===== config.mk =====
export PLATFORM = sky130hd
export DESIGN_NAME = prescaled_updown_counter
export DESIGN_NICKNAME = d
export VERILOG_FILES = /design/src/rtl/prescaled_updown_counter.sv
export SDC_FILE = /design/constraint.sdc
export NUM_CORES = 1
export LEC_CHECK = 0
export BUFFER_PORTS_ARGS = -buffer_cell sky130_fd_sc_hd__buf_2
export CAP_MARGIN = 10
export CORE_AREA = 10 10 47 49
export CTS_CLUSTER_SIZE = 14
export DETAILED_ROUTE_END_ITERATION = 8
export DIE_AREA = 0 0 57 59
export PLACE_DENSITY = 0.55
export SLEW_MARGIN = 10
export SYNTH_ARGS = -nofsm -noshare
export SYNTH_HDL_FRONTEND = slang
export SYNTH_SLANG_ARGS = --single-unit

===== constraint.sdc =====
create_clock -name clock -period 2.1 [get_ports clock]
set_input_delay 0.105 -clock clock [delete_from_list [all_inputs] [get_ports clock]]
set_output_delay 0.105 -clock clock [all_outputs]
set_load 0.01 [all_outputs]

===== src/rtl/prescaled_updown_counter.sv =====
// prescaled_updown_counter
//   Modulo up/down counter with an enable prescaler, synchronous parallel load
//   (clamped to MODULUS-1) and a registered one-cycle wrap pulse.
//
// Parameters
//   WIDTH   : width of count_out / load_value
//   MODULUS : number of count states, 2..2^WIDTH
//   DIV     : enabled cycles per count step, >= 1
//
// Ports
//   clock      in   rising-edge clock
//   reset      in   synchronous, active-high reset
//   enable     in   advances the prescaler
//   up_down    in   1 = up, 0 = down, sampled on each step
//   load       in   parallel load of load_value (clamped)
//   load_value in   [WIDTH] load data
//   count_out  out  [WIDTH] registered count
//   wrap       out  registered pulse, high in the cycle the wrapped value appears
//   zero       out  registered, 1 when count_out == 0
//
// Build option
//   COUNTER_SATURATE_EN : when defined, the count saturates at 0 / MODULUS-1
//                         instead of wrapping, and wrap stays 0.
module prescaled_updown_counter #(
  parameter int WIDTH   = 4,
  parameter int MODULUS = 16,
  parameter int DIV     = 1
) (
  input  logic             clock,
  input  logic             reset,
  input  logic             enable,
  input  logic             up_down,
  input  logic             load,
  input  logic [WIDTH-1:0] load_value,
  output logic [WIDTH-1:0] count_out,
  output logic             wrap,
  output logic             zero
);

  localparam int               PW       = (DIV > 1) ? $clog2(DIV) : 1;
  localparam logic [PW-1:0]    PRE_LAST = PW'(DIV - 1);
  localparam logic [WIDTH-1:0] CNT_MAX  = WIDTH'(MODULUS - 1);
  // One extra bit so MODULUS == 2^WIDTH is representable for the clamp test.
  localparam logic [WIDTH:0]   MOD_W    = (WIDTH + 1)'(MODULUS);

  logic [PW-1:0]    r_pre;
  logic [WIDTH-1:0] r_count;
  logic             r_wrap;
  logic             r_zero;

  logic             w_step;
  logic [WIDTH-1:0] w_load_val;
  logic [PW-1:0]    w_pre_nxt;
  logic [WIDTH-1:0] w_cnt_nxt;
  logic             w_wrap_nxt;

  always_comb begin
    w_step     = enable && (r_pre == PRE_LAST);
    w_load_val = ({1'b0, load_value} >= MOD_W) ? CNT_MAX : load_value;
    w_pre_nxt  = r_pre;
    w_cnt_nxt  = r_count;
    w_wrap_nxt = 1'b0;
    if (load) begin
      // Load wins over a coincident step and restarts the prescale period.
      w_cnt_nxt = w_load_val;
      w_pre_nxt = '0;
    end else begin
      if (enable)
        w_pre_nxt = w_step ? '0 : r_pre + PW'(1);
      if (w_step) begin
        if (up_down) begin
          if (r_count == CNT_MAX) begin
`ifdef COUNTER_SATURATE_EN
            w_cnt_nxt  = CNT_MAX;
`else
            w_cnt_nxt  = '0;
            w_wrap_nxt = 1'b1;
`endif
          end else begin
            w_cnt_nxt = r_count + WIDTH'(1);
          end
        end else begin
          if (r_count == '0) begin
`ifdef COUNTER_SATURATE_EN
            w_cnt_nxt  = '0;
`else
            w_cnt_nxt  = CNT_MAX;
            w_wrap_nxt = 1'b1;
`endif
          end else begin
            w_cnt_nxt = r_count - WIDTH'(1);
          end
        end
      end
    end
  end

  // zero is derived from the next count so it lands in the same cycle.
  always_ff @(posedge clock) begin
    if (reset) begin
      r_pre   <= '0;
      r_count <= '0;
      r_wrap  <= 1'b0;
      r_zero  <= 1'b1;
    end else begin
      r_pre   <= w_pre_nxt;
      r_count <= w_cnt_nxt;
      r_wrap  <= w_wrap_nxt;
      r_zero  <= (w_cnt_nxt == '0);
    end
  end

  assign count_out = r_count;
  assign wrap      = r_wrap;
  assign zero      = r_zero;

endmodule


# After elaboration in Yosys (flattened, before gate mapping)
# Cells that the tools add are included.
# op_classes
n_mux	9
n_reduce_logical	5
n_bitwise	2
addsub	3
eq_ne	1
# op_table
operator	n
$mux 4	5
$logic_not 4->1	2
$add 4x1->4 const B	1
$eq 4x4->1 const B	1
$mux 1	4
$sub 4x1->4 const B	1
$reduce_or 3->1	1
$not 1->1	2
$reduce_or 2->1	1
$add 1x1->1 const B	1
$logic_and 1x1->1	1
# word_totals
register_bits	7
out_inout_bits	6

# Longest topological paths before layout
# Gate-level depths: netlist of the first run.
# logic_depth
word_depth	6
ltp_mapped	7
ltp_nobuf	7

# Least setup slack after synthesis of the first run
# No wires, ideal clock.
# synth_timing
path_type	register to register
start	reg r_count[0] (netlist: count_out[0])
end	reg r_zero (netlist: zero)
slack_ns	0.548
path_stages_with_launch	8
synth_period_minus_slack_ns	1.552
arrival_ns	1.436
required_ns	1.984
cell_sequence	dfxtp_1 -> inv_1 -> ha_1 -> xnor2_1 -> nand2_1 -> a21oi_1 -> a21oi_1 -> a41o_1
# synth_via
elab_chain_cells	6
word_cells_on_any_way	10
# synth_lines
element	line	source
start: declaration	47	logic [WIDTH-1:0] r_count;
start signal: assignment	107	r_count <= w_cnt_nxt;
$sub 4x1->4 (tied with other cells)	91	w_cnt_nxt = r_count - WIDTH'(1);
$mux 4, on equally long branches	83, 72	
$mux 4	71	if (up_down) begin
$mux 4 (*)	70	if (w_step) begin
$mux 4 (*)	63	if (load) begin
$logic_not 4->1 (*)	109	r_zero <= (w_cnt_nxt == '0);
end signal: assignment	109	
end: declaration	49	logic r_zero;
# Every way passes the cells marked *; elsewhere a longest branch is shown, timed or not.
# A chain may end at the register's enable or synchronous reset.

# Final worst setup path of the first run
# Ends and elaborated chain as after synthesis.

==> impl_metrics.json, run 1 <==
{
  "seq_area_frac_synth": 0.3467,
  "wl_per_cell_um": 12.48,
  "leakage_nw": 0.2282,
  "rrSetupSlack_ns": 0.45,
  "final_common_cell": "buf_2",
  "post-route-drc-count": 0,
  "hp-class": "input port to flip-flop",
  "skew_ns": 0.0005421,
  "grt_usage": 0.06523,
  "p_sw_uw": 99.13,
  "relSlewSlack": 0.7486,
  "wl_um": 1023,
  "grt_start_max_net_pins": 11,
  "final_cell_mix": "14 x buf_2, 7 x dfxtp_1, 6 x nor2_1",
  "synth_async_sr_flop_share": 0,
  "cp_max_fo": 6,
  "holdPathEnd": "r_pre$_SDFFE_PP0P_",
  "antenna_found_initial": 0,
  "clk_latency_ns": 0.25,
  "start_util": 0.2884,
  "vias": 388,
  "crit_path_start_kind": "flip-flop",
  "gp_routability_congestion": 0.8144,
  "endpoint_kind": "flip-flop",
  "r2r_start": "count_out[0]$_SDFF_PP0_",
  "rows": 14,
  "rr_endpoint": "zero$_SDFF_PP1_",
  "ys.flop_type": "dfxtp_1",
  "drt_iter0_markers": 3,
  "syn-cell-area_sq_um": 404.1,
  "hp-start": "enable",
  "die_width_um": 57,
  "crit_arrival_ns": 1.79,
  "drv_slew": 0,
  "synth_nets": 61,
  "coreArea_sq_um": 1401,
  "dieArea_sq_um": 3363,
  "dp.cells": 78,
  "worstMarginPinSlew_ns": 0.3676,
  "worstSetupPathType": "flip-flop to flip-flop",
  "grt_pass1_wl_um": 1766,
  "r2r_cells": 7,
  "synth_seq_cells": 7,
  "clockRootBuffer": "clkbuf_4",
  "finalCritPeriodShare": 0.7871,
  "min_path_cells": 2,
  "clk_pin_slew_ns": 0.05,
  "seq_power_share": 0.434,
  "io_buffers": 14,
  "hold_viol_final": 0,
  "drtPass1Iterations": 4,
  "cts_sinks": 7,
  "layout.cells.non_filler": 82,
  "cts.repair.resized": 0,
  "min_period_ns": 1.653,
  "total_power_uw": 349.9,
  "setup_viol": 0,
  "postSynthAreaPerCell_sq_um": 8.083,
  "fin_tns_setup_ns": 0,
  "h-tree-depth": 1,
  "num_io_pins": 15,
  "sw_frac_of_total": 0.2833,
  "fin_util": 0.3652,
  "postCtsSetupRepairBufs": 0,
  "p_clk_frac": 0.340,
  "cts_hold_buf": 0,
  "syn_to_final_growth_pct": 26.63,
  "clockBufferDepth": 2,
  "dieHeight_um": 59,
  "grt_pass1_vias": 415,
  "cap_violations": 0,
  "grt_overflow": 0,
  "hpwl_um": 841.8,
  "irDropWorstVdd_mv": 0.3869,
  "cts_buffers": 3,
  "layout-drive-gt1-share": 0.2879,
  "power_density_nw_per_um2": 683.8,
  "synth_cells": 50,
  "p_int_uw": 250.8,
  "p_comb_frac": 0.226,
  "synth_edf_count": 0,
  "nets": 78,
  "required_ns": 2.24,
  "fmax_ghz": 0.6050,
  "drtAntennaViolNets": 0,
  "diodes": 0,
  "cts_tree": "yes",
  "rsz0062_at_grt": "false",
  "yosys_warnings": 0,
  "status": "complete, no violations",
  "ys_types": 25,
  "drt-vias-per-instance": 4.732
}
sequential cells by signal (all words and copies together), names as in the netlist:
| register | flops |
|---|---|
| r_pre | 1 |
| zero | 1 |
| count_out | 4 |
| wrap | 1 |
worst max-delay path by stage:
stage	from	end	slack, ns	cells past startpoint
CTS	count_out[0]$_SDFF_PP0_	zero$_SDFF_PP1_	0.45	7
detailed placement	count_out[0]$_SDFF_PP0_	zero$_SDFF_PP1_	0.46	7
floorplan	count_out[0]$_SDFF_PP0_	zero$_SDFF_PP1_	0.55	7
finish	count_out[0]$_SDFF_PP0_	zero$_SDFF_PP1_	0.45	7
global route	count_out[0]$_SDFF_PP0_	zero$_SDFF_PP1_	0.28	7
global placement	count_out[0]$_SDFF_PP0_	zero$_SDFF_PP1_	0.45	7
cell usage after synthesis, drive strengths merged, types with 2 or more instances:
cell    n  share of area
dfxtp   7           0.35
nor2    6          0.056
a21oi   5          0.062
nand2   4          0.037
xnor2   4          0.087
inv     3          0.028
o21ai   3          0.037
clkbuf  2          0.022
ha      2          0.062
mux2i   2          0.050
power by group through the flow:
| stage | logic (mW) | clock network (mW) | registers (mW) |
|---|---|---|---|
| after floorplan | 0.0493 | 0 | 0.157 |
| after global placement | 0.0795 | 0 | 0.155 |
| after detailed placement | 0.0792 | 0 | 0.155 |
| after CTS | 0.0802 | 0.126 | 0.152 |
| after global routing | 0.0890 | 0.128 | 0.153 |
| final | 0.0790 | 0.119 | 0.152 |
critical path, cell delays in order, from the launching register on:
cell and delay, ns:
dfxtp_1 0.46, inv_1 0.09, ha_1 0.31, xnor2_1 0.18, nand2_1 0.07, a21oi_1 0.14, a21oi_1 0.06, a41o_1 0.23
per-layer routing:
layer / track usage / routed length [um] / up-vias
met1: 0.06406 / 446 / 174
met4: 0.05034 / 4 / 0
met2: 0.1147 / 537 / 8
li1: - / - / 204
met3: 0.01717 / 35 / 2
met5: 0 / 0 / -
area by class of cell:
cell class | instances | area [sq um]
Tap cell | 16 | 20.02
Sequential cell | 7 | 140.1
Clock buffer | 4 | 26.28
Inverter | 3 | 11.26
Multi-Input combinational cell | 38 | 244.0
Fill cell | 154 | 889.6
Timing Repair Buffer | 14 | 70.07
cells by family after synthesis:
kind of cell	share of synthesized area
AND/OR/NAND/NOR	0.2229
AO/OA/AOI/OAI	0.1827
flip-flops	0.3467
buffers and inverters	0.04951
XOR/XNOR	0.08668
multiplexers	0.04954
adder cells (fa/ha/maj)	0.06191
metrics by stage:
stage / worst slack (ns) / hold WS (ns) / instance area, sq um
finish: 0.4470 / 0.05754 / 511.7
global route: 0.2838 / 0.06330 / 511.7
CTS: 0.4523 / 0.05003 / 511.7
detailed placement: 0.4622 / 0.3115 / 485.5
global placement: 0.4547 / 0.3008 / 485.5
floorplan: 0.5477 / 0.1741 / 404.1
Power figures use the tool's default switching activity.
==> run 2, diff against run 1 <==
- PLACE_DENSITY: 0.55 -> 0.57
- clock period: 2.1 -> 1.5 ns (I/O delays scaled with it)
==> run 2 against run 1 <==
  * Clock power is 45% higher
  * Fmax rose by 13%
  * Worst setup slack got worse by 0.41 ns
  * Core utilization up 7.2 points
  * First-iteration DRC count rose to 2.7 times the previous value
  * Design area increased by 20%
  * Flip-flop and latch count unchanged
  * Final cell count up 8.5%
  * Total power grew 53%
  * Die area did not move
  * Sequential power rose by 37%
  * Register-to-register slack got worse by 0.41 ns
==> impl_metrics.json, run 2 (synthesis results as in run 1) <==
{
  "grt_start_max_net_pins": 11,
  "multiInputGateArea_sq_um": 282.8,
  "relSlewSlack": 0.7946,
  "cap_violations": 0,
  "crit_arrival_ns": 1.61,
  "place_ws_ns": 0.01513,
  "status": "complete, no violations",
  "layout.cells.non_filler": 89,
  "hpwl_um": 886.9,
  "hold_viol_final": 0,
  "required_ns": 1.65,
  "layout_setup_ws_ns": 0.03600,
  "gp_routability_congestion": 0.7186,
  "final_cell_area_sq_um": 613.1,
  "grt_usage": 0.06914,
  "num_io_pins": 15,
  "post-route-drc-count": 0,
  "endpoint_kind": "flip-flop",
  "start_util": 0.2884,
  "vias": 448,
  "cp_max_fo": 2,
  "setup_viol": 0,
  "diodes": 0,
  "dp.cells": 83,
  "drt-vias-per-instance": 5.034,
  "hp-class": "input port to flip-flop",
  "crit_path_max_incr_delay_ns": 0.53,
  "drt_iter0_markers": 8,
  "cp_num_buf_inv": 1,
  "finalCritPeriodShare": 0.9760,
  "fin_tns_setup_ns": 0,
  "rsz0062_at_grt": "true",
  "fmax_ghz": 0.6831,
  "worstMarginPinSlew_ns": 0.3004,
  "die_width_um": 57,
  "drtAntennaViolNets": 0,
  "drtPass1Iterations": 6,
  "io_buffers": 14,
  "grt_pass1_wl_um": 1849,
  "final_cell_mix": "14 x buf_2, 7 x buf_4, 6 x nor2_1",
  "clockBufferDepth": 2,
  "cts_sinks": 7,
  "syn_to_final_growth_pct": 51.70,
  "layout-drive-gt1-share": 0.4932,
  "cp_top_family": "simple AND/OR/NAND/NOR gates",
  "dieArea_sq_um": 3363,
  "clk_pin_slew_ns": 0.05,
  "clk_latency_ns": 0.25,
  "worstSetupPathType": "flip-flop to flip-flop",
  "leakage_nw": 0.2689,
  "wl_um": 1253,
  "grt_pass1_vias": 438,
  "dieHeight_um": 59,
  "wl_per_cell_um": 14.08,
  "cp_cell_sequence": "inv_2 > or4_4 > a21boi_2 > o21ai_2 > a41o_1",
  "final_common_cell": "buf_2",
  "nets": 85,
  "h-tree-depth": 1,
  "cts_buffers": 3,
  "largest_reg_flops": 4,
  "seq_area_sq_um": 147.6,
  "cts_hold_buf": 0,
  "drv_slew": 0,
  "irDropWorstVdd_mv": 0.4036,
  "skew_ns": 0.003759,
  "placed_cell_area_sq_um": 525.5,
  "antenna_found_initial": 0,
  "clockRootBuffer": "clkbuf_4",
  "rows": 14,
  "min_period_ns": 1.464,
  "cp_slowest_cell": "or4_4",
  "coreArea_sq_um": 1401,
  "grt_overflow": 0,
  "cts_tree": "yes",
  "fillers": 158,
  "crit_path_start_kind": "flip-flop",
  "power_density_nw_per_um2": 875.3
}
-- run 2: cell types whose count changed in the layout (fill, tap and decap cells not counted), sizes merged --
cell	change
buf	+7
-- run 2: stage by stage --
stage                     hold slack, ns  utilization  power (mW)
after floorplan                   0.1392            -      0.2897
after global placement            0.2705       0.3750      0.3424
after detailed placement          0.2736       0.3750      0.3444
after CTS                       0.002795       0.3938      0.5229
after global routing            0.006025       0.4375      0.5777
final                            0.01370       0.4375      0.5367
-- run 2: timing repair --
action                     CTS  global route
setup endpoints to repair    1             2
pin swaps                    1             7
setup buffers                0             2
gates resized for setup      0            11
-- run 2: final cells by class --
class | instances | share of cell area
Tap cell | 16 | 0.03265
Multi-Input combinational cell | 38 | 0.4612
Sequential cell | 7 | 0.2408
Clock buffer | 4 | 0.04286
Timing Repair Buffer | 21 | 0.2000
Inverter | 3 | 0.02245
-- run 2: final timing paths --
path	end	slack [ns]	cells past startpoint	start
setup / recovery	zero$_SDFF_PP1_	0.04	5	count_out[2]$_SDFF_PP0_
hold / removal	r_pre$_SDFFE_PP0P_	0.01	2	enable
hold reg to reg	r_pre$_SDFFE_PP0P_	0.48	1	r_pre$_SDFFE_PP0P_
setup reg to reg	zero$_SDFF_PP1_	0.04	5	count_out[2]$_SDFF_PP0_
-- run 2: power by group --
group	leakage, nW	switching [mW]	internal [mW]
combinational	0.195	0.0787	0.0776
clock	0.0150	0.0710	0.102
sequential	0.0590	0.0101	0.198
total	0.269	0.160	0.377
-- run 2: metal layers --
| metal | wire [um] | up-vias | track usage |
|---|---|---|---|
| li1 | - | 220 | - |
| met1 | 504 | 211 | 0.07245 |
| met2 | 659 | 15 | 0.1101 |
| met3 | 77 | 2 | 0.02146 |
| met4 | 12 | 0 | 0.06040 |
| met5 | 0 | - | 0 |
==> run 3, diff against run 2 <==
- ABC_AREA: default -> 1
- PLACE_DENSITY: 0.57 -> 0.59
==> run 3 against run 2 <==
  * Total power decreased by 8.7%
  * Non-clock buffer count decreased by 6
  * Critical endpoint unchanged
  * Area after synthesis increased by 8.4%
  * Register-to-register slack improved by 0.099 ns
  * Die area unchanged
  * First-iteration DRC count decreased by 25%
  * Worst setup slack improved by 0.099 ns
  * Flip-flop and latch count unchanged
  * Clock power decreased by 6%
==> impl_metrics.json, run 3 <==
{
  "status": "complete, no violations",
  "synthTopCellsByArea": "dfxtp_1 32%, nand2_1 21%, nand3_1 11%",
  "yosysTopAreaCell": "dfxtp_1",
  "synth_xor_area_frac": 0,
  "clk_pin_slew_ns": 0.05,
  "nets": 104,
  "drt_iter0_markers": 6,
  "crit_path_max_incr_delay_ns": 0.36,
  "hold_viol_final": 0,
  "cp_cell_sequence": "inv_2 > ha_1 > inv_1 > nand2_1 > nand3_1 > nand2_1 > nand2_1 > nand2_1 > nor2_1 > nand3_1 > nand2_1",
  "clockBufferDepth": 2,
  "synth_seq_cells": 7,
  "ys.flop_type": "dfxtp_1",
  "post-route-drc-count": 0,
  "antenna_found_initial": 0,
  "synth_edf_count": 0,
  "grt_pass1_wl_um": 1904,
  "num_io_pins": 15,
  "cts_buffers": 3,
  "crit_arrival_ns": 1.55,
  "coreArea_sq_um": 1401,
  "h-tree-depth": 1,
  "ys_types": 12,
  "gp_routability_congestion": 0.7604,
  "cp_max_fo": 4,
  "synth_top_family_by_area": "simple AND/OR/NAND/NOR gates",
  "relSlewSlack": 0.8415,
  "leakage_nw": 0.3057,
  "drtAntennaViolNets": 0,
  "cp_num_buf_inv": 2,
  "crit_path_start_kind": "flip-flop",
  "fmax_ghz": 0.7328,
  "final_cell_mix": "25 x nand2_1, 14 x buf_2, 10 x nand3_1",
  "setup_viol": 0,
  "hp-class": "input port to flip-flop",
  "required_ns": 1.69,
  "worstSetupPathType": "flip-flop to flip-flop",
  "cp_slowest_cell": "dfxtp_1",
  "placed_cell_area_sq_um": 535.5,
  "path_common_cell": "nand2_1",
  "synth_cells": 73,
  "dieHeight_um": 59,
  "grt_usage": 0.06868,
  "die_width_um": 57,
  "worstMarginPinSlew_ns": 0.2374,
  "clockRootBuffer": "clkbuf_4",
  "cap_violations": 0,
  "drv_slew": 0,
  "drtPass1Iterations": 2,
  "endpoint_kind": "flip-flop",
  "grt_start_max_net_pins": 8,
  "skew_ns": 0.0006807,
  "fin_tns_setup_ns": 0,
  "layout.cells.non_filler": 108,
  "diodes": 0,
  "clk_latency_ns": 0.24,
  "rows": 14,
  "cp_top_family": "simple AND/OR/NAND/NOR gates",
  "wl_per_cell_um": 9.750,
  "yosysMostFrequentCell": "nand2_1",
  "syn-cell-area_sq_um": 437.9,
  "grt_pass1_vias": 493,
  "largest_reg_flops": 4,
  "hpwl_um": 919.7,
  "cts_tree": "yes",
  "synthTopCellsByCount": "25 x nand2_1, 10 x nand3_1, 8 x nor2_1, 7 x dfxtp_1, 7 x inv_1",
  "syn_to_final_growth_pct": 28.57,
  "synth_mux_area_frac": 0,
  "synthSimpleGateAreaFrac": 0.4629,
  "wl_um": 1053,
  "total_power_uw": 490.0,
  "synth_compound_area_frac": 0.07429,
  "postSynthAreaPerCell_sq_um": 5.999,
  "synth_nets": 84,
  "fin_util": 0.4018,
  "min_period_ns": 1.365,
  "dp.cells": 104,
  "layout-drive-gt1-share": 0.2609,
  "synth.top_cell.area_share": 0.3200,
  "seq_area_frac_synth": 0.3200,
  "grt_overflow": 0,
  "rsz0062_at_grt": "false",
  "final_common_cell": "nand2_1",
  "drt-vias-per-instance": 4.481,
  "synth_async_sr_flop_share": 0,
  "synthAdderAreaFrac": 0.05714,
  "vias": 484,
  "start_util": 0.3125,
  "postCtsSetupRepairBufs": 0,
  "fillers": 164,
  "yosys_warnings": 0,
  "power_density_nw_per_um2": 870.2,
  "irDropWorstVdd_mv": 0.3621,
  "io_buffers": 14,
  "cts_sinks": 7,
  "dieArea_sq_um": 3363,
  "finalCritPeriodShare": 0.9097,
  "final_cell_area_sq_um": 563.0
}
## run 3: report_power, final
part	switching (mW)	leakage, nW	internal [mW]	total [mW]
clock network	0.0615	0.0150	0.101	0.163
registers	0.0118	0.0581	0.198	0.210
logic	0.0691	0.233	0.0485	0.118
total	0.142	0.306	0.348	0.490
## run 3: logic make-up after synthesis
group                    count (synthesis)
AO/OA/AOI/OAI                            6
adder cells (fa/ha/maj)                  2
buffers and inverters                   10
flip-flops                               7
AND/OR/NAND/NOR                         48
## run 3: worst paths after layout
path,endpoint,cells after the start,from,slack (ns)
worst max-delay path,zero$_SDFF_PP1_,11,count_out[0]$_SDFF_PP0_,0.14
worst min-delay path,r_pre$_SDFFE_PP0P_,2,enable,0.04
worst max register to register,zero$_SDFF_PP1_,11,count_out[0]$_SDFF_PP0_,0.14
worst min register to register,r_pre$_SDFFE_PP0P_,2,r_pre$_SDFFE_PP0P_,0.49
## run 3: repair_timing
item | 4_1_cts | 5_1_grt
hold buffers | 0 | 0
setup endpoints to repair | 0 | 1
gates resized for setup | 0 | 2
## run 3: through the flow
step                      setup WS [ns]  hold WS [ns]
after floorplan                  0.1206        0.1441
after global placement           0.1068        0.2816
after detailed placement         0.1055        0.2869
after CTS                       0.09911       0.02642
after global routing            0.02333       0.04591
final                            0.1355       0.03581
## run 3: final cells by class
cell class                      instances  area [sq um]  share of cell area
Timing Repair Buffer                   15         77.57              0.1378
Clock buffer                            4         26.28             0.04667
Sequential cell                         7         141.4              0.2511
Multi-Input combinational cell         56         260.3              0.4622
Tap cell                               16         20.02             0.03556
Inverter                               10         37.54             0.06667
## run 3: routing by layer
| metal | wire length (um) | global-route usage | vias up |
|---|---|---|---|
| li1 | - | - | 270 |
| met3 | 37 | 0.02790 | 0 |
| met4 | 0 | 0.03020 | 0 |
| met2 | 539 | 0.1163 | 11 |
| met1 | 476 | 0.07355 | 203 |
| met5 | 0 | 0 | - |
